<file path="src/rtl/tx_iq_rate_interp_pkg.sv">
// Shared types and constants for the TX I/Q rate interpolator.
// State encodings, minimum period length and the default component width.
package tx_iq_rate_interp_pkg;

  localparam int IQ_DATA_WIDTH_DEF = 16;
  localparam int RATE_DIV_MIN      = 2;

  typedef enum logic [1:0] {
    ST_IDLE  = 2'd0,
    ST_PRIME = 2'd1,
    ST_RUN   = 2'd2
  } state_t;

  function automatic logic [7:0] clamp_rate(input logic [7:0] rate);
    return (rate < 8'(RATE_DIV_MIN)) ? 8'(RATE_DIV_MIN) : rate;
  endfunction

endpackage

</file>
<file path="src/rtl/tx_iq_rate_interp_midpoint.sv">
// Signed average of two components, floored toward -inf; purely combinational.
// The sum carries one extra bit so no saturation is ever required.
module tx_iq_rate_interp_midpoint #(
  parameter int W = 16
) (
  input  logic [W-1:0] a,
  input  logic [W-1:0] b,
  output logic [W-1:0] mid
);

  logic signed [W:0] sum;

  assign sum = $signed({a[W-1], a}) + $signed({b[W-1], b});
  assign mid = W'(sum >>> 1);

endmodule

</file>
<file path="src/rtl/tx_iq_rate_interp.sv">
// Pulls one {Q,I} sample per rate_div clocks and emits two DAC samples per input
// (midpoint or hold), tracking FIFO underruns with a saturating counter and sticky flag.
module tx_iq_rate_interp
  import tx_iq_rate_interp_pkg::*;
#(
  parameter int IQ_DATA_WIDTH = IQ_DATA_WIDTH_DEF,
  parameter int CNT_WIDTH     = 16
) (
  input  logic                       clk,
  input  logic                       rst,
  input  logic                       enable,
  input  logic [7:0]                 rate_div,
  input  logic                       interp_en,
  input  logic                       iq_swap,
  input  logic                       underrun_clr,
  input  logic [2*IQ_DATA_WIDTH-1:0] in_iq_pack,
  input  logic                       in_iq_valid,
  input  logic                       fifo_empty,
  output logic                       in_iq_ready,
  output logic [2*IQ_DATA_WIDTH-1:0] dac_iq,
  output logic                       dac_iq_valid,
  output logic [CNT_WIDTH-1:0]       underrun_cnt,
  output logic                       underrun_flag
);

  localparam int IQW = IQ_DATA_WIDTH;
  localparam int PW  = 2 * IQ_DATA_WIDTH;

  state_t        state;
  logic [7:0]    cnt;
  logic [7:0]    per_len;
  logic [7:0]    second_cnt;
  logic [PW-1:0] cur;
  logic [PW-1:0] prev;
  logic [PW-1:0] sample;
  logic [PW-1:0] captured;
  logic [PW-1:0] mid_iq;
  logic [PW-1:0] out_pt;
  logic          underrun;
  logic          period_end;
  logic          first_pt;
  logic          second_pt;

  tx_iq_rate_interp_midpoint #(.W(IQW)) u_mid_i (
    .a   (prev[IQW-1:0]),
    .b   (cur[IQW-1:0]),
    .mid (mid_iq[IQW-1:0])
  );

  tx_iq_rate_interp_midpoint #(.W(IQW)) u_mid_q (
    .a   (prev[PW-1:IQW]),
    .b   (cur[PW-1:IQW]),
    .mid (mid_iq[PW-1:IQW])
  );

  // With a 2-clock period the direct sample lands on cnt==0 of the following period.
  always_comb begin
    sample     = iq_swap ? {in_iq_pack[IQW-1:0], in_iq_pack[PW-1:IQW]} : in_iq_pack;
    underrun   = in_iq_ready && fifo_empty;
    captured   = underrun ? '0 : (in_iq_valid ? sample : cur);
    period_end = (cnt == per_len - 8'd1);
    second_cnt = (per_len == 8'd2) ? 8'd0 : (per_len >> 1) + 8'd1;
    first_pt   = (cnt == 8'd1);
    second_pt  = (cnt == second_cnt);
    out_pt     = (interp_en && first_pt) ? mid_iq : cur;
  end

  always_ff @(posedge clk) begin
    if (rst) begin
      state         <= ST_IDLE;
      cnt           <= '0;
      per_len       <= 8'(RATE_DIV_MIN);
      cur           <= '0;
      prev          <= '0;
      in_iq_ready   <= 1'b0;
      dac_iq        <= '0;
      dac_iq_valid  <= 1'b0;
      underrun_cnt  <= '0;
      underrun_flag <= 1'b0;
    end else begin
      if (underrun_clr) begin
        underrun_cnt  <= '0;
        underrun_flag <= 1'b0;
      end else if (underrun) begin
        underrun_flag <= 1'b1;
        if (underrun_cnt != '1) underrun_cnt <= underrun_cnt + 1'b1;
      end

      case (state)
        ST_IDLE: begin
          in_iq_ready  <= 1'b0;
          dac_iq       <= '0;
          dac_iq_valid <= 1'b0;
          if (enable && !fifo_empty) begin
            state       <= ST_PRIME;
            in_iq_ready <= 1'b1;
          end
        end

        ST_PRIME: begin
          in_iq_ready  <= 1'b0;
          dac_iq_valid <= 1'b0;
          cur          <= captured;
          prev         <= '0;
          per_len      <= clamp_rate(rate_div);
          cnt          <= 8'd1;
          state        <= ST_RUN;
        end

        ST_RUN: begin
          dac_iq_valid <= first_pt || second_pt;
          if (first_pt || second_pt) dac_iq <= out_pt;
          if (in_iq_ready) begin
            prev    <= cur;
            cur     <= captured;
            per_len <= clamp_rate(rate_div);
          end
          if (period_end) begin
            cnt <= '0;
            if (!enable) begin
              state       <= ST_IDLE;
              in_iq_ready <= 1'b0;
              if (!(first_pt || second_pt)) dac_iq <= '0;
            end else begin
              in_iq_ready <= 1'b1;
            end
          end else begin
            cnt         <= cnt + 8'd1;
            in_iq_ready <= 1'b0;
          end
        end

        default: state <= ST_IDLE;
      endcase
    end
  end

endmodule

</file>
<file path="config.mk">
export PLATFORM = sky130hd
export DESIGN_NAME = tx_iq_rate_interp
export DESIGN_NICKNAME = d
export VERILOG_FILES = /design/src/rtl/tx_iq_rate_interp_pkg.sv /design/src/rtl/tx_iq_rate_interp_midpoint.sv /design/src/rtl/tx_iq_rate_interp.sv
export SDC_FILE = /design/constraint.sdc
export NUM_CORES = 1
export LEC_CHECK = 0
export BUFFER_PORTS_ARGS = -buffer_cell sky130_fd_sc_hd__buf_2
export CAP_MARGIN = 20
export CORE_MARGIN = 1
export CORE_UTILIZATION = 40
export CTS_CLUSTER_SIZE = 12
export DETAILED_ROUTE_END_ITERATION = 16
export PLACE_DENSITY = 0.64
export SKIP_CTS_REPAIR_TIMING = 1
export SLEW_MARGIN = 10
export SYNTH_ARGS = -nofsm -noshare
export SYNTH_HDL_FRONTEND = slang
export SYNTH_SLANG_ARGS = --single-unit
export TNS_END_PERCENT = 1
</file>
<file path="constraint.sdc">
create_clock -name clk -period 8.2 [get_ports clk]
set_input_delay 1.64 -clock clk [delete_from_list [all_inputs] [get_ports clk]]
set_output_delay 1.64 -clock clk [all_outputs]
set_load 0.01 [all_outputs]
</file>
=== Word-level counts from Yosys, hierarchy flattened ===
Cells that the tools add are included.

* Register bits: 133
* Latch bits: 0
* Memory bits (writable): 0
* Memory bits (read-only): 0
* Input bits: 48
* Output and inout port bits: 51
* Word-level logic and storage cells: 71
* Memories kept: 0

* Add/subtract/negate cells: 6
* Multipliers: 0
* Div/mod/pow operators: 0
* Order comparisons: 1
* Equal/unequal tests: 11
* Shift operators: 0
* Muxes and demuxes: 28
* Bitwise gates (word level): 0
* Reduce and logical (&&, ||, !) cells: 15

{| class="wikitable"
|+ Operators with widths
! operator !! count
|-
| $mux W32 || 10
|-
| $pmux W32 S2 || 3
|-
| $add A16 B16 Y17 || 2
|-
| $mux W8 || 4
|-
| $pmux W8 S2 || 2
|-
| $add A16 B1 Y16 const B || 1
|-
| $eq A8 B8 Y1 || 2
|-
| $ne A16 B16 Y1 const B || 1
|-
| $add A7 B1 Y8 const B || 1
|-
| $add A8 B1 Y8 const B || 1
|-
| $eq A8 B1 Y1 const B || 1
|-
| $eq A8 B2 Y1 const B || 1
|-
| $lt A8 B2 Y1 const B || 1
|-
| $ne A2 B2 Y1 const B || 4
|-
| $sub A8 B1 Y8 const B || 1
|-
| $mux W2 || 3
|-
| $pmux W2 S3 || 1
|-
| $reduce_bool A2 Y1 || 3
|-
| $reduce_and A2 Y1 || 2
|-
| $reduce_or A2 Y1 || 2
|-
| $logic_and A1 B1 Y1 || 3
|-
| $mux W1 || 3
|-
| $pmux W1 S3 || 1
|-
| $reduce_and A3 Y1 || 1
|-
| 7 further kinds || 7
|}

=== Depth between registers and ports, before layout ===
* Depth in word-level cells: 9
* Gate-level depth with buffers: 12

=== Cells and area by module ===
From an unflattened synthesis, not the netlist that was laid out.

* Cell total of the unflattened synthesis: 1090
* Area total of the unflattened synthesis: 8901.0 µm²

{| class="wikitable"
|+ By module, submodules not included
! module !! instances !! cells an instance !! area an instance (µm²) !! sequential area each (µm²)
|-
| tx_iq_rate_interp || 1 || 868 || 7352.1 || 2662.6
|-
| tx_iq_rate_interp_midpoint || 2 || 111 || 774.5 || 0.0
|}

=== Worst setup path after synthesis ===
OpenSTA, ideal clock, no wires.

* Path type: in2reg
* From: in fifo_empty
* To: reg cur[10]
* Data arrival time: 2.883 ns
* Data required time: 8.072 ns
* Slack: 5.189 ns
* Stages: 7
* Cell sequence: and2_1 -> clkbuf_1 -> o21ai_1 -> clkbuf_1 -> nor3_1 -> a21oi_1 -> nor2_1

* Cells in the longest elaborated chain, start to end: 4

{| class="wikitable"
|+ Ends and longest elaborated chain
! element !! RTL line !! source
|-
| start, declared || tx_iq_rate_interp.sv:18 || <nowiki>input logic fifo_empty,</nowiki>
|-
| $logic_and A1 B1 Y1 (*) || tx_iq_rate_interp.sv:59 || <nowiki>underrun = in_iq_ready && fifo_empty;</nowiki>
|-
| $mux W32 (*) || tx_iq_rate_interp.sv:60 || <nowiki>captured = underrun ? '0 : (in_iq_valid ? sample : cur);</nowiki>
|-
| $mux W32 || tx_iq_rate_interp.sv:113 || <nowiki>if (in_iq_ready) begin</nowiki>
|-
| $pmux W32 S2 (*) || tx_iq_rate_interp.sv:89 || <nowiki>case (state)</nowiki>
|-
| end signal, assigned || tx_iq_rate_interp.sv:103 || <nowiki>cur <= captured;</nowiki>
|-
| end signal, assigned || tx_iq_rate_interp.sv:115 || <nowiki>cur <= captured;</nowiki>
|-
| end, declared || tx_iq_rate_interp.sv:33 || <nowiki>logic [PW-1:0] cur;</nowiki>
|}

Mark *: on every way between the ends. The rest lies on a longest branch, timed or not. The select of a mux whose other input is x is not followed.
A chain may end at the register's enable or synchronous reset.

=== Worst setup path after layout ===
* From: reg per_len[3]
* To: reg dac_iq[14]

* Cells in the longest elaborated chain, start to end: 9
* Elaborated cells between the ends (all ways): 12

{| class="wikitable"
|+ Ends and longest elaborated chain
! element !! RTL line !! source
|-
| start, declared || tx_iq_rate_interp.sv:31 || <nowiki>logic [7:0] per_len;</nowiki>
|-
| start signal, assigned || tx_iq_rate_interp.sv:72 || <nowiki>per_len <= 8'(RATE_DIV_MIN);</nowiki>
|-
| start signal, assigned || tx_iq_rate_interp.sv:105 || <nowiki>per_len <= clamp_rate(rate_div);</nowiki>
|-
| start signal, assigned || tx_iq_rate_interp.sv:116 || <nowiki>per_len <= clamp_rate(rate_div);</nowiki>
|-
| $add A7 B1 Y8 or $eq A8 B2 Y1 (tied branches) || tx_iq_rate_interp.sv:62 || <nowiki>second_cnt = (per_len == 8'd2) ? 8'd0 : (per_len >> 1) + 8'd1;</nowiki>
|-
| $mux W8 || tx_iq_rate_interp.sv:62 ||
|-
| $eq A8 B8 Y1 || tx_iq_rate_interp.sv:64 || <nowiki>second_pt = (cnt == second_cnt);</nowiki>
|-
| $logic_or A1 B1 Y1 || tx_iq_rate_interp.sv:112, tx_iq_rate_interp.sv:123 ||
|-
| $mux W32 || tx_iq_rate_interp.sv:112 || <nowiki>if (first_pt || second_pt) dac_iq <= out_pt;</nowiki>
|-
| $mux W32 || tx_iq_rate_interp.sv:123 || <nowiki>if (!(first_pt || second_pt)) dac_iq <= '0;</nowiki>
|-
| $mux W32 || tx_iq_rate_interp.sv:120 || <nowiki>if (!enable) begin</nowiki>
|-
| $mux W32 (*) || tx_iq_rate_interp.sv:118 || <nowiki>if (period_end) begin</nowiki>
|-
| $pmux W32 S2 (*) || tx_iq_rate_interp.sv:89 ||
|-
| end signal, assigned || tx_iq_rate_interp.sv:112 ||
|-
| end, declared || tx_iq_rate_interp.sv:20 || <nowiki>output logic [2*IQ_DATA_WIDTH-1:0] dac_iq,</nowiki>
|}

Mark *: on every way between the ends. The rest lies on a longest branch, timed or not.

==> metrics.md <==
| Metric | Value |
|---|---|
| Number of distinct library cells after synthesis | 66 |
| Antenna violations before repair | 0 |
| Antenna fix cells | 0 |
| Hold EP | underrun_flag$_SDFFE_PP0P_ |
| Drt drc | 0 |
| Seq. cell area | 2660 um2 |
| Type of origin of the critical path | flop |
| CTS tree | built |
| TritonCTS Sinks | 133 |
| Row count | 50 |
| EDFF count, synth | 0 |
| Layout cells sized above 1 | 14.5% |
| Multi-input combinational cell area | 4860 um2 |
| Hold Path Stages | 2 |
| Die height | 142 um |
| Syn_area_per_cell | 8.03 um2 |
| Post-Syn Instances | 975 |
| Maximum clock path buffer count | 2 |
| Routed wire length | 22,000 um |
| FF-to-FF path depth | 8 |
| Final setup violation count | 0 |
| Via Count | 7,349 |
| Ys Warns | 0 |
| Clock root buffer | clkbuf_16 |
| Pre-Repair DR Iteration Count | 5 |
| Setup CP Type | flop to flop |
| R2r setup slk | 4.82 ns |
| Cell Area, Placed | 8470 um2 |
| Number of global-route vias before repair | 6,653 |
| Worst vdd ir | 0.126 mV |
| Fill cell count | 1,906 |
| Synth area leaders | dfxtp_1 (34%), ha_1 (6.6%), nor2_1 (6.4%), a21oi_1 (5.0%), mux2i_1 (5.0%) |
| Critical Path End Type | flop |
| RR Endpoint | dac_iq[14]$_SDFFE_PP0P_ |
| Leakage | 3.71 nW |
| Initial DRC Count | 533 |
| RSZ-0062 raised after global routing | no |
| Core Region | 19,000 um2 |
| Net count after synthesis | 1,066 |
| Mux share of post-synthesis cell area | 4.99% |
| Clock Skews | 0.00723 ns |
| Full die area | 20,100 um2 |
| Design Area, Final | 9020 um2 |
| Pwr/cell area | 181 nW/um2 |
| DP Wirelength | 15,800 um |
| Max Cap Viol | 0 |
| Fin. Hold Viols | 0 |
| Routed Antenna Nets | 0 |
| Grt ovf | 0 |
| Reg clk slew, reported paths | 0.06 ns |
| Post-place setup slack | 4.74 ns |
| Post-Synth Simple-Gate Area | 21.9% |
| Total CTS buffers | 17 |
| Hold_ws | 0.476 ns |
| Final nets | 1,129 |
| Worst skew pair latency | 0.42 ns |
| Largest family of logic cells by synthesized area | compound AO/OA/AOI/OAI gates |
| Top post-synthesis cells by count | dfxtp_1 (133), nor2_1 (133), a21oi_1 (78), nand2_1 (75), clkbuf_1 (50) |
| Die width | 142 um |
| Hold WC Path Type | flop to flop |
| Syn-to-layout area delta | 15.3% |
| Ys flop type | dfxtp_1 |
| Final period util | 41.3% |
| Final Wtd Congestion | 0.824 |
| Initial Utilization | 41.3% |
| Status | finished, final reports clean |
| GR Util met3 | 4.08% |
| WL/cell | 16.7 um |
| Reg-to-reg startpoint | per_len[3]$_SDFFE_PP0P_ |
| Setup TNS | 0 ns |
| GRT Total Usage | 22.1% |
| Worst Max-Slew Pin Slew | 1.02 ns |
| PortBufs | 98 |
| Synth Area in Compound Gates | 22.4% |
| Final worst setup slack | 4.82 ns |
| Flops & latches, synth | 133 |
| Global-route wire length before repair | 34,900 um |
| Pin count of the biggest net entering global routing | 93 |
| Post-Synth XOR/XNOR Area | 5.48% |
| GR Util met1 | 30.9% |
| Worst slew margin | 31.8% |
| Max H-tree Level | 4 |
| Sequential-to-total area share from yosys stat | 34.0% |
| Arr. time, crit path | 3.74 ns |
| Slew Limit Fails | 0 |
| Synth top area share | 34.0% |
| Fin crit period | 3.38 ns |
| Via density | 5.61 |
| Critical Path RT | 8.56 ns |
| Area share of fa/ha/maj cells after synthesis | 7.07% |
| HP Start | underrun_flag$_SDFFE_PP0P_ |
| Worst-path fanout max | 14 |
| Peak Freq | 296 MHz |
| Met2 Use GR | 34.2% |
| Leading area contributor after synthesis | dfxtp_1 |
| Busiest grt layer | met2 |
| Post-synthesis async set-or-reset flop share | 0% |
| Number of I/O pins | 99 |
| Mapped Area | 7830 um2 |
[through the flow]
step | std cells | power [mW] | util (%)
after floorplan | 975 | 0.853 | -
after global placement | 1279 | 0.924 | 44.7
after detailed placement | 1279 | 0.925 | 44.7
after CTS | 1311 | 1.64 | 47.6
after global routing | 1311 | 1.70 | 47.6
final | 1311 | 1.63 | 47.6
[cells by family after synthesis]
family / count (synthesis)
simple gates: 366
buf+inv: 83
mux: 39
flops: 133
xor+xnor: 49
fa+ha+maj: 43
compound gates: 262
[per-layer routing]
layer,vias to the layer above,share of wire (%)
met5,-,0
met3,26,4.5
met2,201,44
met4,0,1.7
li1,3678,-
met1,3444,50
[critical path, stage by stage, from the launching register on]
cell,delay (ns)
dfxtp_1,0.64
nand4_1,0.19
nor2_1,0.17
xor2_1,0.08
nor4_1,0.58
and3_1,0.36
o21ai_1,0.29
nor2_1,0.75
a22o_1,0.25
[area by class of cell]
class / count / share of cell area, %
Multi-Input combinational cell: 759 / 53.8
Sequential cell: 133 / 29.5
Timing Repair Buffer: 105 / 6.04
Clock buffer: 17 / 4.71
Tap cell: 260 / 3.60
Clock inverter: 15 / 1.39
Inverter: 22 / 0.915
[layout by cell type (no fill, tap or decap), types with 9 or more instances in the layout]
master     instances
nor3_1            46
nand4_1            9
dfxtp_1          133
a21oi_1           77
and3_1            15
a22o_1            12
nor2_1           132
nand2b_1          11
inv_1             21
o21ai_0           39
clkbuf_16         17
nand3_1           28
nor3b_1            9
a22oi_1           33
buf_2             97
nand2_1           75
ha_1              41
xor2_1            24
a211oi_1          10
and2_1            14
mux2i_1           39
xnor2_1           25
[worst max path at each step]
stage                                  startpoint                       to  slack (ns)  depth (start not counted)
after floorplan                        fifo_empty     cur[10]$_SDFFE_PP0P_        5.19                          7
after global placement                  interp_en  dac_iq[10]$_SDFFE_PP0P_        4.80                          7
after detailed placement                interp_en  dac_iq[10]$_SDFFE_PP0P_        4.74                          7
after CTS                 per_len[3]$_SDFFE_PP0P_  dac_iq[14]$_SDFFE_PP0P_        4.83                          8
after global routing      per_len[3]$_SDFFE_PP0P_   dac_iq[8]$_SDFFE_PP0P_        4.54                          8
final                     per_len[3]$_SDFFE_PP0P_  dac_iq[14]$_SDFFE_PP0P_        4.82                          8
[report_power, final]
group          total [mW]  internal (mW)  switching, mW
clock               0.714          0.394          0.321
sequential          0.683          0.660         0.0227
combinational       0.232         0.0808          0.151
[state kept, by name, summed over array words and instances, names as in the netlist]
register / flops
cur: 32
underrun_cnt: 16
dac_iq_valid: 1
cnt: 8
underrun_flag: 1
state: 2
in_iq_ready: 1
dac_iq: 32
per_len: 8
prev: 32
No activity file was read; power rests on OpenSTA's default activity.
